==> src/rtl/fxp_pkg.sv <==
// fxp_pkg: shared types and constants for the Q7.8 sign-magnitude ALU sequencer
package fxp_pkg;
  typedef logic [15:0] fxp_t;
  localparam logic [2:0] FXP_OP_ADD = 3'b000;
  localparam logic [2:0] FXP_OP_MUL = 3'b010;
  localparam int FLAG_C = 0;
  localparam int FLAG_V = 1;
  localparam int FLAG_Z = 2;
  localparam int FLAG_N = 3;
  typedef enum logic [2:0] {S_IDLE, S_READ, S_LATCH, S_EXEC, S_WRITE, S_DONE} seq_state_t;
endpackage

==> src/rtl/fxp_alu_sequencer.sv <==
// fxp_alu_sequencer: walks operand RAMs through the external ALU into a result RAM.
// FXP_SEQ_SATURATE_EN: clamp overflowing add results to full-scale magnitude.
module fxp_alu_sequencer
  import fxp_pkg::*;
#(
  parameter int ADDR_W = 8,
  parameter int DATA_W = 16
) (
  input  logic              clk,
  input  logic              rst,
  input  logic              start,
  input  logic [2:0]        op,
  input  logic [ADDR_W:0]   length,
  output logic              busy,
  output logic              done,
  output logic [ADDR_W-1:0] rd_addr,
  input  logic [DATA_W-1:0] rd_data_a,
  input  logic [DATA_W-1:0] rd_data_b,
  output logic              wr_en,
  output logic [ADDR_W-1:0] wr_addr,
  output logic [DATA_W-1:0] wr_data,
  output logic [DATA_W-1:0] alu_a,
  output logic [DATA_W-1:0] alu_b,
  output logic [2:0]        alu_ctrl,
  input  logic [DATA_W-1:0] alu_result,
  input  logic [3:0]        alu_flags,
  output logic              ovf_sticky,
  output logic [ADDR_W:0]   zero_count
);
  seq_state_t        state_q, state_d;
  logic [2:0]        op_q, op_d, alu_ctrl_q, alu_ctrl_d;
  logic [ADDR_W:0]   length_q, length_d, zcnt_q, zcnt_d;
  logic [ADDR_W-1:0] idx_q, idx_d;
  logic [DATA_W-1:0] alu_a_q, alu_a_d, alu_b_q, alu_b_d, res_q, res_d;
  logic [3:0]        flags_q, flags_d;
  logic              ovf_q, ovf_d, elem_ovf, unused_ok;
  // C is not driven by the ALU on mul, so only add results can overflow here
  assign elem_ovf = op_q == FXP_OP_ADD && (flags_q[FLAG_V] || flags_q[FLAG_C]);
  assign unused_ok = flags_q[FLAG_N];
  always_comb begin
    state_d    = state_q;
    op_d       = op_q;
    length_d   = length_q;
    idx_d      = idx_q;
    alu_a_d    = alu_a_q;
    alu_b_d    = alu_b_q;
    alu_ctrl_d = alu_ctrl_q;
    res_d      = res_q;
    flags_d    = flags_q;
    ovf_d      = ovf_q;
    zcnt_d     = zcnt_q;
    case (state_q)
      S_IDLE: if (start) begin
        op_d     = op;
        length_d = length;
        idx_d    = '0;
        ovf_d    = 1'b0;
        zcnt_d   = '0;
        state_d  = length == '0 ? S_DONE : S_READ;
      end
      S_READ: state_d = S_LATCH;
      S_LATCH: begin
        alu_a_d    = rd_data_a;
        alu_b_d    = rd_data_b;
        alu_ctrl_d = op_q;
        state_d    = S_EXEC;
      end
      S_EXEC: begin
        res_d   = alu_result;
        flags_d = alu_flags;
        state_d = S_WRITE;
      end
      S_WRITE: begin
        zcnt_d  = zcnt_q + (ADDR_W+1)'(flags_q[FLAG_Z]);
        ovf_d   = ovf_q | elem_ovf;
        idx_d   = {1'b0, idx_q} == length_q - 1'b1 ? idx_q : idx_q + 1'b1;
        state_d = {1'b0, idx_q} == length_q - 1'b1 ? S_DONE : S_READ;
      end
      default: state_d = S_IDLE;
    endcase
  end
  always_ff @(posedge clk) begin
    if (rst) begin
      state_q    <= S_IDLE;
      op_q       <= '0;
      length_q   <= '0;
      idx_q      <= '0;
      alu_a_q    <= '0;
      alu_b_q    <= '0;
      alu_ctrl_q <= '0;
      res_q      <= '0;
      flags_q    <= '0;
      ovf_q      <= 1'b0;
      zcnt_q     <= '0;
    end else begin
      state_q    <= state_d;
      op_q       <= op_d;
      length_q   <= length_d;
      idx_q      <= idx_d;
      alu_a_q    <= alu_a_d;
      alu_b_q    <= alu_b_d;
      alu_ctrl_q <= alu_ctrl_d;
      res_q      <= res_d;
      flags_q    <= flags_d;
      ovf_q      <= ovf_d;
      zcnt_q     <= zcnt_d;
    end
  end
  assign busy       = state_q != S_IDLE;
  assign done       = state_q == S_DONE;
  assign wr_en      = state_q == S_WRITE;
  assign rd_addr    = idx_q;
  assign wr_addr    = idx_q;
  assign alu_a      = alu_a_q;
  assign alu_b      = alu_b_q;
  assign alu_ctrl   = alu_ctrl_q;
  assign ovf_sticky = ovf_q;
  assign zero_count = zcnt_q;
`ifdef FXP_SEQ_SATURATE_EN
  assign wr_data = elem_ovf ? {alu_a_q[DATA_W-1], {(DATA_W-1){1'b1}}} : res_q;
`else
  assign wr_data = res_q;
`endif
endmodule

==> config.mk <==
export PLATFORM = sky130hd
export DESIGN_NAME = fxp_alu_sequencer
export DESIGN_NICKNAME = d
export VERILOG_FILES = /design/src/rtl/fxp_pkg.sv /design/src/rtl/fxp_alu_sequencer.sv
export SDC_FILE = /design/constraint.sdc
export NUM_CORES = 1
export LEC_CHECK = 0
export CAP_MARGIN = 20
export CORE_ASPECT_RATIO = 1.5
export CORE_MARGIN = 2
export CORE_UTILIZATION = 39
export CTS_CLUSTER_DIAMETER = 50
export DETAILED_ROUTE_END_ITERATION = 16
export PLACE_DENSITY = 0.76
export SLEW_MARGIN = 10
export SYNTH_ARGS = -nofsm -noshare
export SYNTH_HDL_FRONTEND = slang
export SYNTH_SLANG_ARGS = --single-unit
==> constraint.sdc <==
create_clock -name clk -period 2.16 [get_ports clk]
set_input_delay 0.648 -clock clk [delete_from_list [all_inputs] [get_ports clk]]
set_output_delay 0.648 -clock clk [all_outputs]
set_load 0.005 [all_outputs]
Word-level counts from Yosys, hierarchy flattened. Cells that the tools add are included. Widths: inputs -> output; s select.

Bits in registers: 87. Latch bits: 0. Bits in writable memories: 0. Bits in read-only memories: 0. Bits of input ports: 67. Output and inout port bits: 80. Word-level logic and storage cells: 44. Memories: 0.

Add/subtract/negate cells: 3. Multipliers: 0. Div/mod/pow operators: 0. $lt $le $gt $ge: 0. Equal/unequal tests: 8. Shift-type cells: 0. Muxes and demuxes: 11. Bitwise logic cells: 1. Reduce and logical (&&, ||, !) cells: 10.

Operators by type and width (count): $pmux 9 s2 (1); $mux 8 (2); $pmux 8 s2 (1); $pmux 3 s5 (1); $add 9x1->9 (1); $eq 8x9->1 (1); $logic_not 9->1 (1); $mux 3 (3); $mux 9 (1); $sub 9x1->9 const B (1); $add 8x1->8 const B (1); $eq 3x2->1 const B (2); $eq 3x3->1 const B (2); $logic_not 3->1 (2); $ne 2x2->1 const B (2); $reduce_and 2->1 (2); $eq 3x1->1 const B (1); $reduce_and 3->1 (1); $reduce_bool 3->1 (1); $pmux 1 s2 (1); $reduce_bool 2->1 (1); $logic_and 1x1->1 (1); $logic_or 1x1->1 (1); $mux 1 (1); $or 1x1->1 (1).

Longest topological paths before layout. Gate-level depths: netlist of run 1.

Depth after elaboration: 4. Mapped depth: 9. Mapped depth without buffers: 8.

Worst setup path after synthesis of run 1. Ideal clock, no wire load.

Kind: reg2reg. Start: register state_q[0]. End: register state_q[2]. Arrival time: 1972 ps. Data required time: 2081 ps. Path slack: 109 ps. Stages on the path, launching flop included: 10. Clock period less this slack: 2051 ps. Cell sequence: dfxtp_1 > buf_6 > or3b_1 > buf_6 > nor3_2 > o211ai_1 > a2111oi_4 > buf_6 > a311oi_1 > a211oi_2.

Word-level cells in the longest chain between the ends: 2. Elaborated cells between the ends (all ways): 7. Classes of those cells: eq/ne: 5; mux: 1; reduce/logical: 1.

RTL lines: from (decl) (line fxp_alu_sequencer.sv:30) `seq_state_t state_q, state_d;`; from (signal assigned) (line fxp_alu_sequencer.sv:96) `state_q <= state_d;`; $eq 3x3->1 (tied with other cells) (line fxp_alu_sequencer.sv:52) `case (state_q)`; $pmux 3 s5 / $ne 2x2->1 (equally long branches).

Several ways; a longest one is shown, not always the timed one. A chain may end at the register's enable or synchronous reset.

Worst setup path after layout of run 1.
Start: register length_q[0]. End: register idx_q[3] (netlist: rd_addr[3]).

Word-level cells in the longest chain between the ends: 4.

RTL lines: from (decl) (line fxp_alu_sequencer.sv:32) `logic [ADDR_W:0] length_q, length_d, zcnt_q, zcnt_d;`; from (signal assigned) (line fxp_alu_sequencer.sv:98) `length_q <= length_d;`; $sub 9x1->9 (line fxp_alu_sequencer.sv:76) `idx_d = {1'b0, idx_q} == length_q - 1'b1 ? idx_q : idx_q + 1'b1;`; $eq 8x9->1 (line fxp_alu_sequencer.sv:76); $ne 2x2->1 (no line); $reduce_and 3->1 (no line); to (signal assigned) (line fxp_alu_sequencer.sv:99) `idx_q <= idx_d;`; to (decl) (line fxp_alu_sequencer.sv:33) `logic [ADDR_W-1:0] idx_q, idx_d;`.

No other way between the ends.

==> results of run 1 <==
-- cell usage after synthesis (3+ instances only) --
| cell | instances | share of area (%) |
|---|---|---|
| nand2_1 | 146 | 15 |
| dfxtp_1 | 87 | 47 |
| a21oi_1 | 80 | 11 |
| clkbuf_1 | 26 | 2.6 |
| nor2_1 | 12 | 1.2 |
| nor3_1 | 11 | 1.5 |
| nand3_1 | 10 | 1.3 |
| buf_4 | 8 | 1.6 |
| or3_1 | 6 | 1.0 |
| xnor2_1 | 6 | 1.4 |
| inv_1 | 5 | 0.51 |
| o211ai_1 | 5 | 1.0 |
| o21ai_0 | 5 | 0.67 |
| ha_1 | 4 | 1.3 |
| nand3b_1 | 4 | 0.81 |
| or4_1 | 4 | 0.81 |
| xor2_1 | 4 | 0.94 |
| a21boi_1 | 3 | 0.61 |
| and3_1 | 3 | 0.51 |
| buf_6 | 3 | 0.91 |
| mux2i_1 | 3 | 0.81 |
| nor3b_1 | 3 | 0.61 |
| o31ai_1 | 3 | 0.61 |
-- what timing repair did --
item,CTS,global route
endpoints found under the setup margin,11,9
hold buffers,0,0
hold endpoints to repair,0,0
pin swaps,7,8
resized for setup,14,13
setup buffers,5,2
-- worst max-delay path: stages (launching register included) --
cell and delay [ns]:
dfxtp_2 0.34, inv_1 0.08, ha_4 0.18, xnor2_1 0.11
and3_1 0.18, o211ai_1 0.31, a2111oi_4 0.15, buf_4 0.18
or4_4 0.48, a21boi_2 0.15
-- cell type report --
type	count	area (um2)	share of cell area, %
well taps	112	140	2.43
multi-input cells	339	1840	31.9
repair buffers	182	1720	29.9
clock inverters	1	30.0	0.521
clock buffers	12	256	4.45
inverters	6	22.5	0.391
flip-flops and latches	87	1750	30.4
-- per-stage QoR --
stage / area (um2) / hold slack [ns] / std cells
after global placement: 5350 / 0.441 / 720
after global routing: 5770 / 0.478 / 739
after CTS: 5710 / 0.453 / 737
final: 5770 / 0.451 / 739
after floorplan: 3720 / 0.436 / 469
after detailed placement: 5350 / 0.447 / 720
-- power breakdown --
| part | leakage (nW) | internal (mW) | switching [mW] |
|---|---|---|---|
| sequential | 0.708 | 1.68 | 0.0478 |
| clock | 0.141 | 0.940 | 0.583 |
| combinational | 1.22 | 0.383 | 0.320 |
| total | 2.07 | 3.00 | 0.950 |
-- logic make-up (layout without fill, tap and decap cells) --
kind of cell | Yosys count | in the layout | share of synthesized area (%)
AOI/OAI and AO/OA | 106 | 106 | 16.6
xor gates and xnor gates | 10 | 10 | 2.36
adders and majority gates | 4 | 4 | 1.35
buffers and inverters | 43 | 201 | 5.76
DFF | 87 | 87 | 46.9
muxes | 4 | 4 | 1.11
and+or+nand+nor | 215 | 215 | 25.9
-- registers in the layout, indices dropped and copies added, names as in the netlist, 8 cells and up --
| register | count |
|---|---|
| alu_a | 16 |
| alu_b | 16 |
| length_q | 9 |
| rd_addr | 8 |
| wr_data | 16 |
| zero_count | 9 |
-- path summary, 6_finish.rpt --
path | startpoint | end | slack (ns) | cells past startpoint
min | alu_b[1] | alu_b[1] | 0.45 | 2
max reg2reg | length_q[0] | rd_addr[3] | -0.06 | 9
max | length_q[0] | rd_addr[3] | -0.06 | 9
min reg2reg | alu_b[1] | alu_b[1] | 0.45 | 2
-- metal layers --
layer  global-route usage [%]  vias to the layer above  share of wire [%]
li1                         -                     1891                  -
met1                     21.3                     1783                 39
met2                     37.1                      108                 53
met3                     5.41                       22                5.5
met4                     10.2                        0                2.8
met5                        0                        -                  0
==> results.md, run 1 <==
- Filler Cells Inserted: 783
- Worst slew pin tran: approximately 0.74 ns
- Vias/cell: 5.15
- Post-synth EDFFs: 0
- Slew HR: 51.0%
- Area Overhead vs Synth: 55.2%
- Cts bufs inserted: 9
- Run status: finished with violations
- CTS tree: yes
- Syn Nets: 540
- Layout net count: 696
- Power density cells: 686 nW/um2
- Detailed Route WL: 10.6 mm
- Fmax: about 450 MHz
- Die W: 83.7 um
- Remaining global-route overflow: 0
- Final Skew: 0.00840 ns
- Distinct cells, synth: 45
- Synthesized area: roughly 3700 um2
- Synthesized instance count: roughly 470
- Min cycle time layout: about 2.2 ns
- Worst Setup Slack, final: -0.0608 ns
- Pwr Total: 3.95 mW
- Data arrival time of the critical path: 2.50 ns
- Die Span Y: roughly 120 um
- Synthesized area per cell: slightly below 8 um2
- Via count: 3804
- YS warnings: 0
- Crit start category: register
- Crit Path Category: reg2reg
- Largest net degree at the start of global routing: 45
- Clock Root Buffer: clkbuf_16
- Worst EP required: 2.44 ns
- Proportion of layout cells with a drive suffix above 1: 12.0%
- All-Layer GR Usage: 20.3%
- Clk buf depth: 2
- Final ANT Viol Nets: 0
- Post-synth top flop: dfxtp_1
- Initial antenna violation count: 0
- Max VDD drop: about 0.00053 V
- Clock Latency Late Sink: ~0.34 ns
- Clk pin slew, worst setup/hold paths: approximately 0.060 ns
- Placement row count: 43
- Most common cell after layout, fill and taps aside: nand2_1
- Finish-stage setup viols: 2
- Finished Core Util: 62.3%
- Pleak: 2.07 nW
- Vias in the first global route: around 3700
- Post-DP HPWL: between 7 and 8 mm
- Most frequent cells in the layout: 146 x nand2_1, 141 x clkdlybuf4s50_1, 82 x dfxtp_1, 79 x a21oi_1, 36 x buf_4
- I/O Buffers: about 150
- Register area share after synthesis: a little under half
- IO Pins: roughly 150
- Min-Delay Path Class: reg2reg
- DRC: 0
- Failing checks: negative setup slack
- # clock sinks: 87
- DIE AREA: 10300 um2
- DP Worst Slack: -0.138 ns
- Unrepaired setup endpoints after global routing: true
- Starting Density: 40.2%
- Fin crit share: 103%
- Max-slew violations: 0
- WL per Instance: 14.3 um
- #FFs+latches synth: 87
- Max cap viols: 0
- First drt pass iteration count: 4
- Worst Setup End Kind: register
- Setup TNS: -0.0826 ns
- Core area: between 9000 and 10000 um2
- GP Congestion: 0.778
- Initial DRC count: around 170
- H-tree depth: 3
- N_diodes: 0
- First-pass GRT wire length: 16.8 mm
- Crit-path max FO: 6
- Post-synth ARST share: 0%
- Hold Vio Cnt, Final: 0
Note: power is estimated with default switching activity, not from simulation.
==> run 2: changes to the inputs <==
CTS_BUF_LIST = sky130_fd_sc_hd__clkbuf_4 sky130_fd_sc_hd__clkbuf_8 sky130_fd_sc_hd__clkbuf_16   (was unset)
MAX_ROUTING_LAYER = met4   (was unset)
SLEW_MARGIN = 20   (was 10)
==> results.md, run 2 (synthesized netlist as in run 1, its figures left out) <==
- N_diodes: 0 (unchanged)
- Max-slew violations: 0 (unchanged)
- Slew HR: 51.1% (was 51.0%)
- Worst slew pin tran: 0.734 ns (was 0.735 ns)
- Remaining global-route overflow: 0 (unchanged)
- Clk pin slew, worst setup/hold paths: 0.06 ns (about the same)
- Cts bufs inserted: 9 (unchanged)
- Unrepaired setup endpoints after global routing: true (unchanged)
- Finished Core Util: 62.3% (about the same)
- Pwr Total: 3.97 mW (was 3.95 mW)
- Worst Setup End Kind: register (unchanged)
- Initial antenna violation count: 0 (unchanged)
- H-tree depth: 3 (unchanged)
- Crit start category: register (unchanged)
- Crit path from: length_q[0] (unchanged)
- Setup crit end: rd_addr[3] (unchanged)
- DIE AREA: 10300 um2 (unchanged)
- Final ANT Viol Nets: 0 (unchanged)
- DRC: 0 (unchanged)
- FF-to-FF path depth: 9 (unchanged)
- Most common cell after layout, fill and taps aside: nand2_1 (unchanged)
- Pleak: 2.08 nW (was 2.07 nW)
- Max cap viols: 0 (unchanged)
- I/O Buffers: 145 (unchanged)
- Vias in the first global route: 3703 (was 3690)
- CTS tree: yes (unchanged)
- Clock Root Buffer: clkbuf_16 (unchanged)
- IO Pins: 147 (unchanged)
- # clock sinks: 87 (unchanged)
- Power density cells: 687 nW/um2 (was 686 nW/um2)
- FF-to-FF setup slack: -0.05 ns (was -0.06 ns)
- First-pass GRT wire length: 16.8 mm (about the same)
- Data arrival time of the critical path: 2.48 ns (was 2.50 ns)
- Core area: 9250 um2 (unchanged)
- Hold path cells: 2 (unchanged)
- Worst EP required: 2.43 ns (was 2.44 ns)
- Setup TNS: -0.0658 ns (was -0.0826 ns)
- Finish-stage setup viols: 2 (unchanged)
- Clock Latency Late Sink: 0.34 ns (about the same)
- Placement row count: 43 (unchanged)
- First drt pass iteration count: 4 (unchanged)
- Min-Delay Path Class: reg2reg (unchanged)
- Post-DP HPWL: 7.62 mm (unchanged)
- WL per Instance: 14.4 um (was 14.3 um)
- Starting Density: 40.2% (unchanged)
- Max VDD drop: 0.000537 V (was 0.000534 V)
- Largest net degree at the start of global routing: 45 (unchanged)
- Initial DRC count: 186 (was 173)
- All-Layer GR Usage: 20.8% (was 20.3%)
- Most frequent cells in the layout: 146 x nand2_1, 141 x clkdlybuf4s50_1, 82 x dfxtp_1, 79 x a21oi_1, 36 x buf_4 (unchanged)
- Hold Vio Cnt, Final: 0 (unchanged)
- Die Span Y: 124 um (unchanged)
- Reg-to-Reg Start: length_q[0] (unchanged)
- Hold_ws: 0.451 ns (about the same)
- Die W: 83.7 um (unchanged)
- Proportion of layout cells with a drive suffix above 1: 12.1% (was 12.0%)
- Worst Setup Slack, final: -0.0496 ns (was -0.0608 ns)
- Vias/cell: 5.15 (about the same)
- Detailed Route WL: 10.6 mm (about the same)
- Final Skew: 0.00824 ns (was 0.00840 ns)
- CTS Hold Bufs: 0 (unchanged)
- GP Congestion: 0.789 (was 0.778)
- Crit Path Category: reg2reg (unchanged)
- Clk buf depth: 2 (unchanged)
- Reg2reg end: rd_addr[3] (unchanged)
- Fmax: 453 MHz (was 450 MHz)
- Min cycle time layout: 2.21 ns (was 2.22 ns)
- Layout net count: 696 (unchanged)
- Run status: finished with violations (unchanged)
- Fin crit share: 102% (was 103%)
- Via count: 3803 (was 3804)
- Filler Cells Inserted: 781 (was 783)
- Failing checks: negative setup slack (unchanged)
- Area Overhead vs Synth: 55.3% (was 55.2%)
- Crit-path max FO: 6 (unchanged)
-- run 2: cell type report --
| class | count | area (um2) | share of cell area [%] |
|---|---|---|---|
| repair buffers | 182 | 1720 | 29.9 |
| multi-input cells | 339 | 1840 | 31.9 |
| flip-flops and latches | 87 | 1750 | 30.3 |
| clock inverters | 1 | 30.0 | 0.520 |
| clock buffers | 12 | 260 | 4.51 |
| well taps | 112 | 140 | 2.43 |
| inverters | 6 | 22.5 | 0.390 |
-- run 2: metal layers --
| metal | up-vias | part of all wire (%) | global-route usage, % |
|---|---|---|---|
| met4 | 0 | 2.8 | 10.2 |
| met3 | 22 | 4.4 | 4.34 |
| met2 | 110 | 53 | 37.0 |
| met1 | 1778 | 40 | 22.0 |
| met5 | - | 0 | - |
| li1 | 1893 | - | - |
-- run 2: worst min-delay path by stage --
stage / from / to / slack [ns]
final: alu_b[1] / alu_b[1] / 0.45
after floorplan: flags_q[1] / flags_q[1] / 0.44
after CTS: wr_data[6] / wr_data[6] / 0.45
after detailed placement: wr_data[6] / wr_data[6] / 0.45
after global placement: alu_b[2] / alu_b[2] / 0.44
after global routing: alu_a[9] / alu_a[9] / 0.48
-- run 2: what timing repair did --
item | 4_1_cts | 5_1_grt
resized for setup | 14 | 13
pin swaps | 7 | 8
setup buffers | 5 | 2
setup endpoints to repair | 11 | 9
-- run 2: critical path, stage by stage (launching register included) --
cell,delay (ns)
dfxtp_2,0.34
inv_1,0.08
ha_4,0.18
xnor2_1,0.11
and3_1,0.18
o211ai_1,0.31
a2111oi_4,0.15
buf_4,0.18
or4_4,0.48
a21boi_2,0.15
-- run 2: power by group --
| part | internal [mW] | leakage (nW) | switching (mW) |
|---|---|---|---|
| sequential | 1.68 | 0.708 | 0.0479 |
| clock | 0.953 | 0.144 | 0.583 |
| combinational | 0.383 | 1.22 | 0.321 |
-- run 2: through the flow --
step | setup WS (ns) | cell area [um2] | instances
global route | -0.0902 | 5770 | 739
CTS | -0.00981 | 5710 | 737
global placement | -0.0644 | 5350 | 720
finish | -0.0496 | 5770 | 739
detailed placement | -0.138 | 5350 | 720
floorplan | 0.109 | 3720 | 469
